[src/rtl/logic_shift_seq_32.sv]
// -----------------------------------------------------------------------------
// logic_shift_seq_32
//
// Multi-cycle 32-bit logic/shift execution unit with a start/busy/done
// handshake. Bitwise operations (AND, OR, NOR, NOT A) take a single execute
// cycle. Logical shifts (SLL, SRL) move one bit position per clock, so a shift
// by n spends n+1 cycles in SHIFT. Every operation passes through FIN, whose
// exit edge raises the one-cycle done pulse.
//
// Latency from the accepting edge k to the edge that raises done:
//   logic op / unsupported op : k+2
//   shift by n (0..31)        : k+n+2
//
// Ports
//   clk     in   1       rising-edge clock
//   rst_n   in   1       asynchronous active-low reset
//   start   in   1       operation request, sampled only in IDLE
//   op      in   3       000 AND, 001 OR, 010 NOR, 011 NOT A,
//                        100 SLL, 101 SRL, 11x unsupported
//   a       in   WIDTH   operand A / shift source
//   b       in   WIDTH   operand B / shift amount in b[SHAMT_W-1:0]
//   result  out  WIDTH   registered result, held until the next op completes
//   zero    out  1       1 when result == 0 (decoded from the result register)
//   busy    out  1       1 while the operation is executing or shifting
//   done    out  1       registered single-cycle completion pulse
//   err     out  1       set together with done for an unsupported op,
//                        cleared when the next op is accepted
// -----------------------------------------------------------------------------
module logic_shift_seq_32 #(
  parameter int WIDTH   = 32,
  parameter int SHAMT_W = 5
) (
  input  logic             clk,
  input  logic             rst_n,
  input  logic             start,
  input  logic [2:0]       op,
  input  logic [WIDTH-1:0] a,
  input  logic [WIDTH-1:0] b,
  output logic [WIDTH-1:0] result,
  output logic             zero,
  output logic             busy,
  output logic             done,
  output logic             err
);

  // ---------------------------------------------------------------------------
  // Opcode map
  // ---------------------------------------------------------------------------
  localparam logic [2:0] OP_AND = 3'b000;
  localparam logic [2:0] OP_OR  = 3'b001;
  localparam logic [2:0] OP_NOR = 3'b010;
  localparam logic [2:0] OP_NOT = 3'b011;
  localparam logic [2:0] OP_SLL = 3'b100;
  localparam logic [2:0] OP_SRL = 3'b101;

  typedef enum logic [1:0] {
    S_IDLE  = 2'd0,
    S_EXEC  = 2'd1,
    S_SHIFT = 2'd2,
    S_FIN   = 2'd3
  } state_t;

  state_t               state;
  logic [2:0]           op_q;      // opcode latched at acceptance
  logic [WIDTH-1:0]     a_q;       // operand A latched at acceptance
  logic [WIDTH-1:0]     b_q;       // operand B latched at acceptance
  logic [WIDTH-1:0]     work_q;    // shift working register
  logic [SHAMT_W-1:0]   cnt_q;     // remaining shift positions

  logic                 start_is_shift;
  logic                 op_q_unsup;
  logic [WIDTH-1:0]     exec_value;

  // The incoming opcode decides which working state the accept edge enters.
  assign start_is_shift = (op == OP_SLL) || (op == OP_SRL);

  // Codes 110 and 111 are the only unsupported encodings.
  assign op_q_unsup = (op_q[2:1] == 2'b11);

  // ---------------------------------------------------------------------------
  // Bitwise result on the latched operands. Shift and unsupported codes fall
  // into the default arm and yield zero, which is exactly what an unsupported
  // op must write to result.
  // ---------------------------------------------------------------------------
  always_comb begin
    // NOTE: a default assignment ahead of the case keeps every path driven,
    // so no latch is inferred for exec_value.
    exec_value = '0;
    case (op_q)
      OP_AND:  exec_value = a_q & b_q;
      OP_OR:   exec_value = a_q | b_q;
      OP_NOR:  exec_value = ~(a_q | b_q);
      OP_NOT:  exec_value = ~a_q;
      default: exec_value = '0;
    endcase
  end

  // ---------------------------------------------------------------------------
  // Sequencer. All outputs except zero are registered here so that busy,
  // done and err are glitch-free and line up with the state transitions.
  // ---------------------------------------------------------------------------
  // NOTE: every register here, including the operand latches and the shift
  // working register, is a plain flop rather than a memory, so all of them are
  // cleared by reset; an aborted operation leaves nothing behind.
  always_ff @(posedge clk or negedge rst_n) begin
    if (!rst_n) begin
      state  <= S_IDLE;
      op_q   <= '0;
      a_q    <= '0;
      b_q    <= '0;
      work_q <= '0;
      cnt_q  <= '0;
      result <= '0;
      busy   <= 1'b0;
      done   <= 1'b0;
      err    <= 1'b0;
    end else begin
      // NOTE: non-blocking assignments throughout, so every register samples
      // the pre-edge values regardless of statement order.
      done <= 1'b0;

      case (state)
        S_IDLE: begin
          if (start) begin
            op_q <= op;
            a_q  <= a;
            b_q  <= b;
            err  <= 1'b0;
            busy <= 1'b1;
            if (start_is_shift) begin
              // Only the low SHAMT_W bits of b form the amount; the upper
              // bits are ignored, so an amount of 33 behaves like 1.
              work_q <= a;
              cnt_q  <= b[SHAMT_W-1:0];
              state  <= S_SHIFT;
            end else begin
              state <= S_EXEC;
            end
          end
        end

        S_EXEC: begin
          result <= exec_value;
          busy   <= 1'b0;
          state  <= S_FIN;
        end

        S_SHIFT: begin
          if (cnt_q != '0) begin
            if (op_q == OP_SRL) begin
              work_q <= {1'b0, work_q[WIDTH-1:1]};
            end else begin
              work_q <= {work_q[WIDTH-2:0], 1'b0};
            end
            cnt_q <= cnt_q - SHAMT_W'(1);
          end else begin
            // Amount exhausted: this edge publishes the shifted value.
            result <= work_q;
            busy   <= 1'b0;
            state  <= S_FIN;
          end
        end

        S_FIN: begin
          // start is deliberately not looked at here; a request has to be
          // presented again once the unit is back in IDLE.
          done  <= 1'b1;
          err   <= op_q_unsup;
          state <= S_IDLE;
        end

        default: begin
          state <= S_IDLE;
          busy  <= 1'b0;
        end
      endcase
    end
  end

  // Zero flag decoded straight from the result register.
  assign zero = ~|result;

endmodule

[config.mk]
export PLATFORM = sky130hd
export DESIGN_NAME = logic_shift_seq_32
export DESIGN_NICKNAME = d
export VERILOG_FILES = /design/src/rtl/logic_shift_seq_32.sv
export SDC_FILE = /design/constraint.sdc
export NUM_CORES = 1
export LEC_CHECK = 0
export CAP_MARGIN = 20
export CORE_ASPECT_RATIO = 0.7
export CORE_MARGIN = 2
export CORE_UTILIZATION = 55
export DETAILED_ROUTE_END_ITERATION = 12
export GPL_TIMING_DRIVEN = 0
export PLACE_DENSITY = 0.86
export SLEW_MARGIN = 20
export SYNTH_ARGS = -nofsm -noshare
export SYNTH_HDL_FRONTEND = slang
export SYNTH_SLANG_ARGS = --single-unit
[constraint.sdc]
create_clock -name clk -period 2.5 [get_ports clk]
set_input_delay 0.375 -clock clk [delete_from_list [all_inputs] [get_ports clk]]
set_output_delay 0.375 -clock clk [all_outputs]
set_load 0.005 [all_outputs]
==> summary.md, run 1 <==
| Metric | Value |
|---|---|
| Filler-free cell count of the finished design | `1044` |
| Critical setup path kind | `flip-flop to flip-flop` |
| CTS H-tree lvls | `4` |
| Final net count | `940` |
| Setup TNS | `0 ns` |
| Cells after Synth | `738` |
| Iter 0 DRT Violations | `745` |
| Final Wtd Congestion | `0.874` |
| Dpl hpwl | `13800 µm` |
| Clk_lat worst skew | `0.42 ns` |
| Max-slew headroom | `49.9%` |
| Tot Pwr | `0.0140 W` |
| Leak | `3.95 nW` |
| Synth top area cells | `dfrtp_1, mux2_2, nor2_1, a211o_1, nor3b_1` |
| Die Width | `142 µm` |
| GRT Total Usage | `30.6%` |
| Period Utilization, post-route | `97.5%` |
| Combinational share of power | `47.8%` |
| Routed vias | `6412` |
| Synth warn | `0` |
| Placed cells | `1010` |
| Drt pass-1 iters | `5` |
| RSZ-0062 raised after global routing | `true` |
| FFs w/ async S/R, synth | `100%` |
| Max Cap Viol | `0` |
| P_sw | `0.00557 W` |
| Final setup viols | `0` |
| Top-area cell type share of the netlist area | `48.3%` |
| DIE HEIGHT | `100 µm` |
| Post-synthesis sequential area ratio | `48.3%` |
| I/O Pins | `106` |
| Share of cells above drive strength 1 | `16.6%` |
| Most used DFF post-synth | `dfrtp_1` |
| Inserted Diodes | `0` |
| Initial Util | `56.0%` |
| Syn Area/Cell | `9.89 µm²` |
| Hold Crit Class | `input port to asynchronous set/reset pin` |
| Clk_skew | `0.00728 ns` |
| CP endpoint kind | `flip-flop` |
| Max Freq | `410 MHz` |
| Max Fanout on Critical Path | `10` |
| CP peak stage delay | `0.48 ns` |
| Pwr per Cell Area | `1510 mW/mm²` |
| Seq pwr share | `33.2%` |
| CTS sink count | `141` |
| Slowest cell on crit path | `or4b_4` |
| Routed len/inst | `19.9 µm` |
| Largest net degree at the start of global routing | `87` |
| Post-synth top area cell | `dfrtp_1` |
| Drt via density | `6.14` |
| Routed Antenna Nets | `0` |
| Slew Viols, Final | `0` |
| Grt ovf | `0` |
| Clk pwr share | `19.0%` |
| Post-synth EDFFs | `0` |
| #FFs+latches synth | `141` |
| Drt total wl | `20800 µm` |
| Final Hold Fails | `0` |
| Synthesized cell area | `0.00730 mm²` |
| Status | `completed` |
| Global-route wire length before repair | `33100 µm` |
| TritonCTS buffer count | `17` |
| Worst setup SP type | `flip-flop` |
| CTS tree | `yes` |
| Initial antenna violation count | `0` |
| Port bufs | `105` |
| Worst Path Arrival | `2.74 ns` |
| Mapped Nets | `812` |
| CTS max path bufs | `2` |
| CORE AREA | `0.0131 mm²` |
| Crit-path cells | `inv_1 -> ha_2 -> or4b_4 -> and2_1 -> buf_6 -> o21ai_4 -> buf_12 -> buf_6 -> mux2_2` |
| Clk root buf | `clkbuf_16` |
| Fill cells | `947` |
| Switching portion of total power | `39.7%` |
| Peak VDD IR | `0.000874 V` |
| Vias in the first global route | `6279` |
| Area added between synthesis and finish | `27.3%` |
| Clock slew at reported path FFs | `0.06 ns` |
| Most used cell, CP | `buf_6` |
| Min Tclk post-route | `2.44 ns` |
| Die area | `0.0142 mm²` |
| Std-Cell Rows | `35` |
| DRC viols | `0` |
| Worst endpoint required time | `2.80 ns` |
| Worst slew pin tran | `0.752 ns` |
| Number of distinct library cells after synthesis | `36` |
| Int Pwr | `0.00846 W` |
critical path: cells and delay by family, from the launching register on:
kind | cells | cell delay, ns
flops | 1 | 0.39
mux | 1 | 0.35
buf+inv | 4 | 0.55
fa+ha+maj | 1 | 0.21
simple gates | 2 | 0.66
compound gates | 1 | 0.13
routing by layer:
layer	up-vias	GRT usage [%]	routed length, µm
met1	3148	43.6	9100
met5	-	0	0
met3	44	5.63	1810
li1	2886	-	-
met4	0	11.4	391
met2	334	47.2	9490
sequential cells by signal (all words and copies together) (netlist names):
signal,cells
busy,1
state,2
result,32
cnt_q,5
op_q,3
work_q,32
b_q,32
a_q,32
done,1
err,1
per-stage QoR:
stage	util [%]	area (µm²)	worst slack (ns)	hold WS, ns
after floorplan	-	7300	0.215	0.0794
after global placement	65.6	8560	-4.49	0.474
after detailed placement	65.8	8590	-0.232	0.327
after CTS	71.1	9280	0.0113	0.486
after global routing	71.2	9300	-0.0301	0.504
final	71.2	9300	0.0622	0.465
kinds of logic (layout without fill, tap and decap cells):
kind of cell               count (synthesis)  count (layout)  synth area share, %
buffers and inverters                     59             199                 3.44
DFF                                      141             141                 48.3
muxes                                    104             104                 16.0
and+or+nand+nor                          283             283                 18.8
AOI/OAI and AO/OA                        147             147                 12.8
adders and majority gates                  4               4                0.685
power by group through the flow:
stage                     clock, W  combinational, W  sequential [W]
after floorplan                  0           0.00440         0.00429
after global placement           0           0.00611         0.00451
after detailed placement         0           0.00635         0.00458
after CTS                  0.00266           0.00661         0.00460
after global routing       0.00277           0.00731         0.00479
final                      0.00267           0.00670         0.00466
area by class of cell:
| cell class | count | area, µm² | area share (%) |
|---|---|---|---|
| plain buffers | 50 | 238 | 2.56 |
| flip-flops and latches | 141 | 3530 | 38.0 |
| inverters | 9 | 33.8 | 0.363 |
| repair buffers | 109 | 1120 | 12.0 |
| clock inverters | 6 | 105 | 1.13 |
| well taps | 166 | 208 | 2.23 |
| clock buffers | 25 | 515 | 5.55 |
| multi-input cells | 538 | 3550 | 38.2 |
synthesized netlist by cell type, types with 2 or more instances:
cell type / instances
nor2_1: 128
and3_1: 2
o32ai_1: 2
mux2i_1: 4
nand2_1: 37
nor3b_1: 32
a211o_1: 30
a21oi_1: 34
a211oi_1: 2
o21ai_0: 38
nor4_1: 8
nand4_1: 2
nand3b_1: 2
buf_1: 8
a31oi_1: 33
inv_1: 9
buf_6: 4
mux2_1: 17
nor2b_1: 34
clkbuf_1: 38
dfrtp_1: 141
mux2_2: 83
ha_1: 4
o2bb2ai_1: 2
nor3_1: 33
path summary, 6_finish.rpt:
kind	startpoint	endpoint	slack (ns)	depth (start not counted)
worst max-delay path	cnt_q[0]	work_q[21]	0.06	9
worst max register to register	cnt_q[0]	work_q[21]	0.06	9
min in group clk	work_q[10]	work_q[10]	0.50	1
worst min register to register	work_q[10]	work_q[10]	0.50	1
worst min-delay path	rst_n	b_q[21]	0.47	2
max in group asynchronous	rst_n	work_q[30]	1.26	3
layout by cell type (no fill, tap or decap), types with 9 or more instances in the layout:
cell type / n
clkbuf_16: 17
a21oi_1: 34
clkbuf_1: 25
mux2_2: 83
clkdlybuf4s50_1: 103
a211o_1: 30
inv_1: 9
mux2_1: 17
nor3b_1: 32
nor2_1: 126
a31oi_1: 33
dfrtp_1: 141
nor3_1: 33
clkbuf_2: 15
o21ai_0: 38
nor2b_1: 34
nand2_1: 37
repair_timing:
| item | 4_1_cts | 5_1_grt |
|---|---|---|
| cloned | 0 | 0 |
| endpoints found under the hold margin | 55 | 0 |
| pin swaps | 5 | 0 |
| buffers inserted | 2 | 0 |
| endpoints found under the setup margin | 88 | 43 |
| hold buffers | 1 | 0 |
| gates resized for setup | 15 | 14 |
(Power assumes the default switching activity.)
==> run 2: changes to the inputs <==
GPL_TIMING_DRIVEN = 1   (was 0)
==> run 2 against run 1 <==
Net effect: die area is the same; critical path depth shrank 2; register-to-register slack improved by 0.04 ns; sequential power about the same; global-route usage down 2.1 points; clock skew grew 0.0019 ns; critical endpoint is now work_q[1]; largest cell class unchanged; setup slack better by 0.043 ns; hold slack gained 0.025 ns; highest routed layer unchanged; fmax grew 1.8%; largest power group unchanged; via count decreased by 3.5%.
==> summary.md, run 2 (synthesis results as in run 1) <==
| Metric | Value |
|---|---|
| Critical setup path kind | `flip-flop to flip-flop (unchanged)` |
| Std-Cell Rows | `35 (unchanged)` |
| Most frequent cells in the layout | `dfrtp_1, nor2_1, clkdlybuf4s50_1 (unchanged)` |
| Setup TNS | `0 ns (unchanged)` |
| Seq pwr share | `33.7% (was 33.2%)` |
| Hold Crit Class | `flip-flop to flip-flop (was input port to asynchronous set/reset pin)` |
| Max Fanout on Critical Path | `19 (was 10)` |
| GRT Total Usage | `28.5% (was 30.6%)` |
| Largest net degree at the start of global routing | `65 (was 87)` |
| Dpl hpwl | `13000 µm (was 13800 µm)` |
| Area added between synthesis and finish | `26.7% (was 27.3%)` |
| CTS sink count | `141 (unchanged)` |
| Pwr per Cell Area | `1500 mW/mm² (was 1510 mW/mm²)` |
| Tot Pwr | `0.0139 W (was 0.0140 W)` |
| CORE AREA | `0.0131 mm² (unchanged)` |
| Routed Antenna Nets | `0 (unchanged)` |
| P_sw | `0.00535 W (was 0.00557 W)` |
| Inserted Diodes | `0 (unchanged)` |
| Final setup viols | `0 (unchanged)` |
| Crit path launch | `cnt_q[0] (unchanged)` |
| Drt pass-1 iters | `5 (unchanged)` |
| Worst Path Arrival | `2.69 ns (was 2.74 ns)` |
| CTS H-tree lvls | `4 (unchanged)` |
| Max Cap Viol | `0 (unchanged)` |
| Slew Viols, Final | `0 (unchanged)` |
| Grt ovf | `0 (unchanged)` |
| Fill cells | `890 (was 947)` |
| Most common cell after layout, fill and taps aside | `dfrtp_1 (unchanged)` |
| CTS tree | `yes (unchanged)` |
| Switching portion of total power | `38.6% (was 39.7%)` |
| Port bufs | `105 (unchanged)` |
| Clk pwr share | `19.8% (was 19.0%)` |
| Final Wtd Congestion | `0.829 (was 0.874)` |
| Worst R2R Start | `cnt_q[0] (unchanged)` |
| RSZ-0062 raised after global routing | `false (was true)` |
| DIE HEIGHT | `100 µm (unchanged)` |
| TritonCTS buffer count | `17 (unchanged)` |
| Max Freq | `418 MHz (was 410 MHz)` |
| Filler-free cell count of the finished design | `1012 (was 1044)` |
| Placed cells | `978 (was 1010)` |
| Final Hold Fails | `0 (unchanged)` |
| Routed len/inst | `19.2 µm (was 19.9 µm)` |
| Worst slew pin tran | `0.601 ns (was 0.752 ns)` |
| Iter 0 DRT Violations | `524 (was 745)` |
| Final net count | `907 (was 940)` |
| Worst setup SP type | `flip-flop (unchanged)` |
| Clk_skew | `0.00918 ns (was 0.00728 ns)` |
| Worst endpoint required time | `2.80 ns (about the same)` |
| Status | `completed (unchanged)` |
| DRC viols | `0 (unchanged)` |
| Peak VDD IR | `0.000752 V (was 0.000874 V)` |
| CTS max path bufs | `2 (unchanged)` |
| CP endpoint kind | `flip-flop (unchanged)` |
| Max-slew headroom | `60.0% (was 49.9%)` |
| I/O Pins | `106 (unchanged)` |
| Leak | `3.94 nW (was 3.95 nW)` |
| Routed vias | `6189 (was 6412)` |
| Initial antenna violation count | `0 (unchanged)` |
| Min Tclk post-route | `2.40 ns (was 2.44 ns)` |
| Combinational share of power | `46.4% (was 47.8%)` |
| Clock slew at reported path FFs | `0.06 ns (about the same)` |
| Drt via density | `6.12 (was 6.14)` |
| Clk_lat worst skew | `0.42 ns (about the same)` |
| Initial Util | `56.0% (unchanged)` |
| Share of cells above drive strength 1 | `17.4% (was 16.6%)` |
| Vias in the first global route | `6167 (was 6279)` |
| Hold Path Origin | `work_q[7]` |
| Drt total wl | `19400 µm (was 20800 µm)` |
| Die Width | `142 µm (unchanged)` |
| Int Pwr | `0.00852 W (was 0.00846 W)` |
| Global-route wire length before repair | `31600 µm (was 33100 µm)` |
| Period Utilization, post-route | `95.8% (was 97.5%)` |
| Die area | `0.0142 mm² (unchanged)` |
| Clk root buf | `clkbuf_16 (unchanged)` |
[run 2: cell types whose count changed in the layout (fill, tap and decap cells not counted), moves of 2 or more]
cell        change
bufinv_16       +2
buf_12          +4
clkbuf_1       -24
clkbuf_2       -15
clkinvlp_4      +2
dfrtp_1         -2
buf_1           -7
buf_4          +14
clkbuf_8        -5
buf_6           -3
dfrtp_2         +2
clkinv_2        +3
[run 2: metal layers]
layer / global-route usage, % / vias to the layer above / part of all wire, %
li1: - / 2813 / -
met1: 38.7 / 3072 / 43
met2: 45.1 / 268 / 47
met3: 7.59 / 36 / 8.4
met4: 9.31 / 0 / 1.7
met5: 0 / - / 0
[run 2: final timing paths]
kind | depth (start not counted) | endpoint | slack [ns]
max | 7 | work_q[1] | 0.10
min | 1 | work_q[7] | 0.49
max reg2reg | 7 | work_q[1] | 0.10
min reg2reg | 1 | work_q[7] | 0.49
max in group asynchronous | 3 | work_q[23] | 1.17
min in group asynchronous | 2 | b_q[22] | 0.51
[run 2: final cells by class]
type                       count  area, µm²  area share, %
tap                          166        208           2.24
clock buffer                  19        443           4.79
inverter                       9       33.8          0.365
clock inverter                13        195           2.11
sequential                   141       3530           38.2
multi-input combinational    538       3560           38.5
timing repair buffer         126       1280           13.8
[run 2: what timing repair did]
item | in CTS | in global routing
pin swaps | 2 | 5
endpoints found under the setup margin | 1 | 2
hold buffers | 1 | 0
hold endpoints to repair | 60 | 0
resized for setup | 3 | 3
buffers inserted | 0 | 1
[run 2: worst max-delay path, stage by stage (launching register included)]
cell and delay (ns):
dfrtp_1 0.37, inv_1 0.10, ha_1 0.21, or4b_4 0.52, and2_1 0.26, o21ai_4 0.23, buf_12 0.20, mux2_2 0.37
[run 2: through the flow]
stage	utilization [%]	hold slack, ns	instance area [µm²]	setup slack, ns
6_report	70.9	0.491	9250	0.105
5_1_grt	70.9	0.506	9250	0.00946
4_1_cts	70.7	0.495	9230	0.00419
3_5_place_dp	65.6	0.405	8560	0.153
3_3_place_gp	65.6	0.390	8560	0.227
2_1_floorplan	-	0.0794	7300	0.215
[run 2: power by group through the flow]
stage               clock [W]  sequential, W  combinational, W
CTS                   0.00276        0.00461           0.00638
global route          0.00288        0.00483           0.00700
detailed placement          0        0.00462           0.00627
floorplan                   0        0.00429           0.00440
global placement            0        0.00449           0.00595
finish                0.00275        0.00468           0.00644
==> run 3: changes to the inputs <==
SLEW_MARGIN = not set   (was 20)
==> results of run 3 <==
No change in the layout: final DEF, timing and power equal those of run 2.
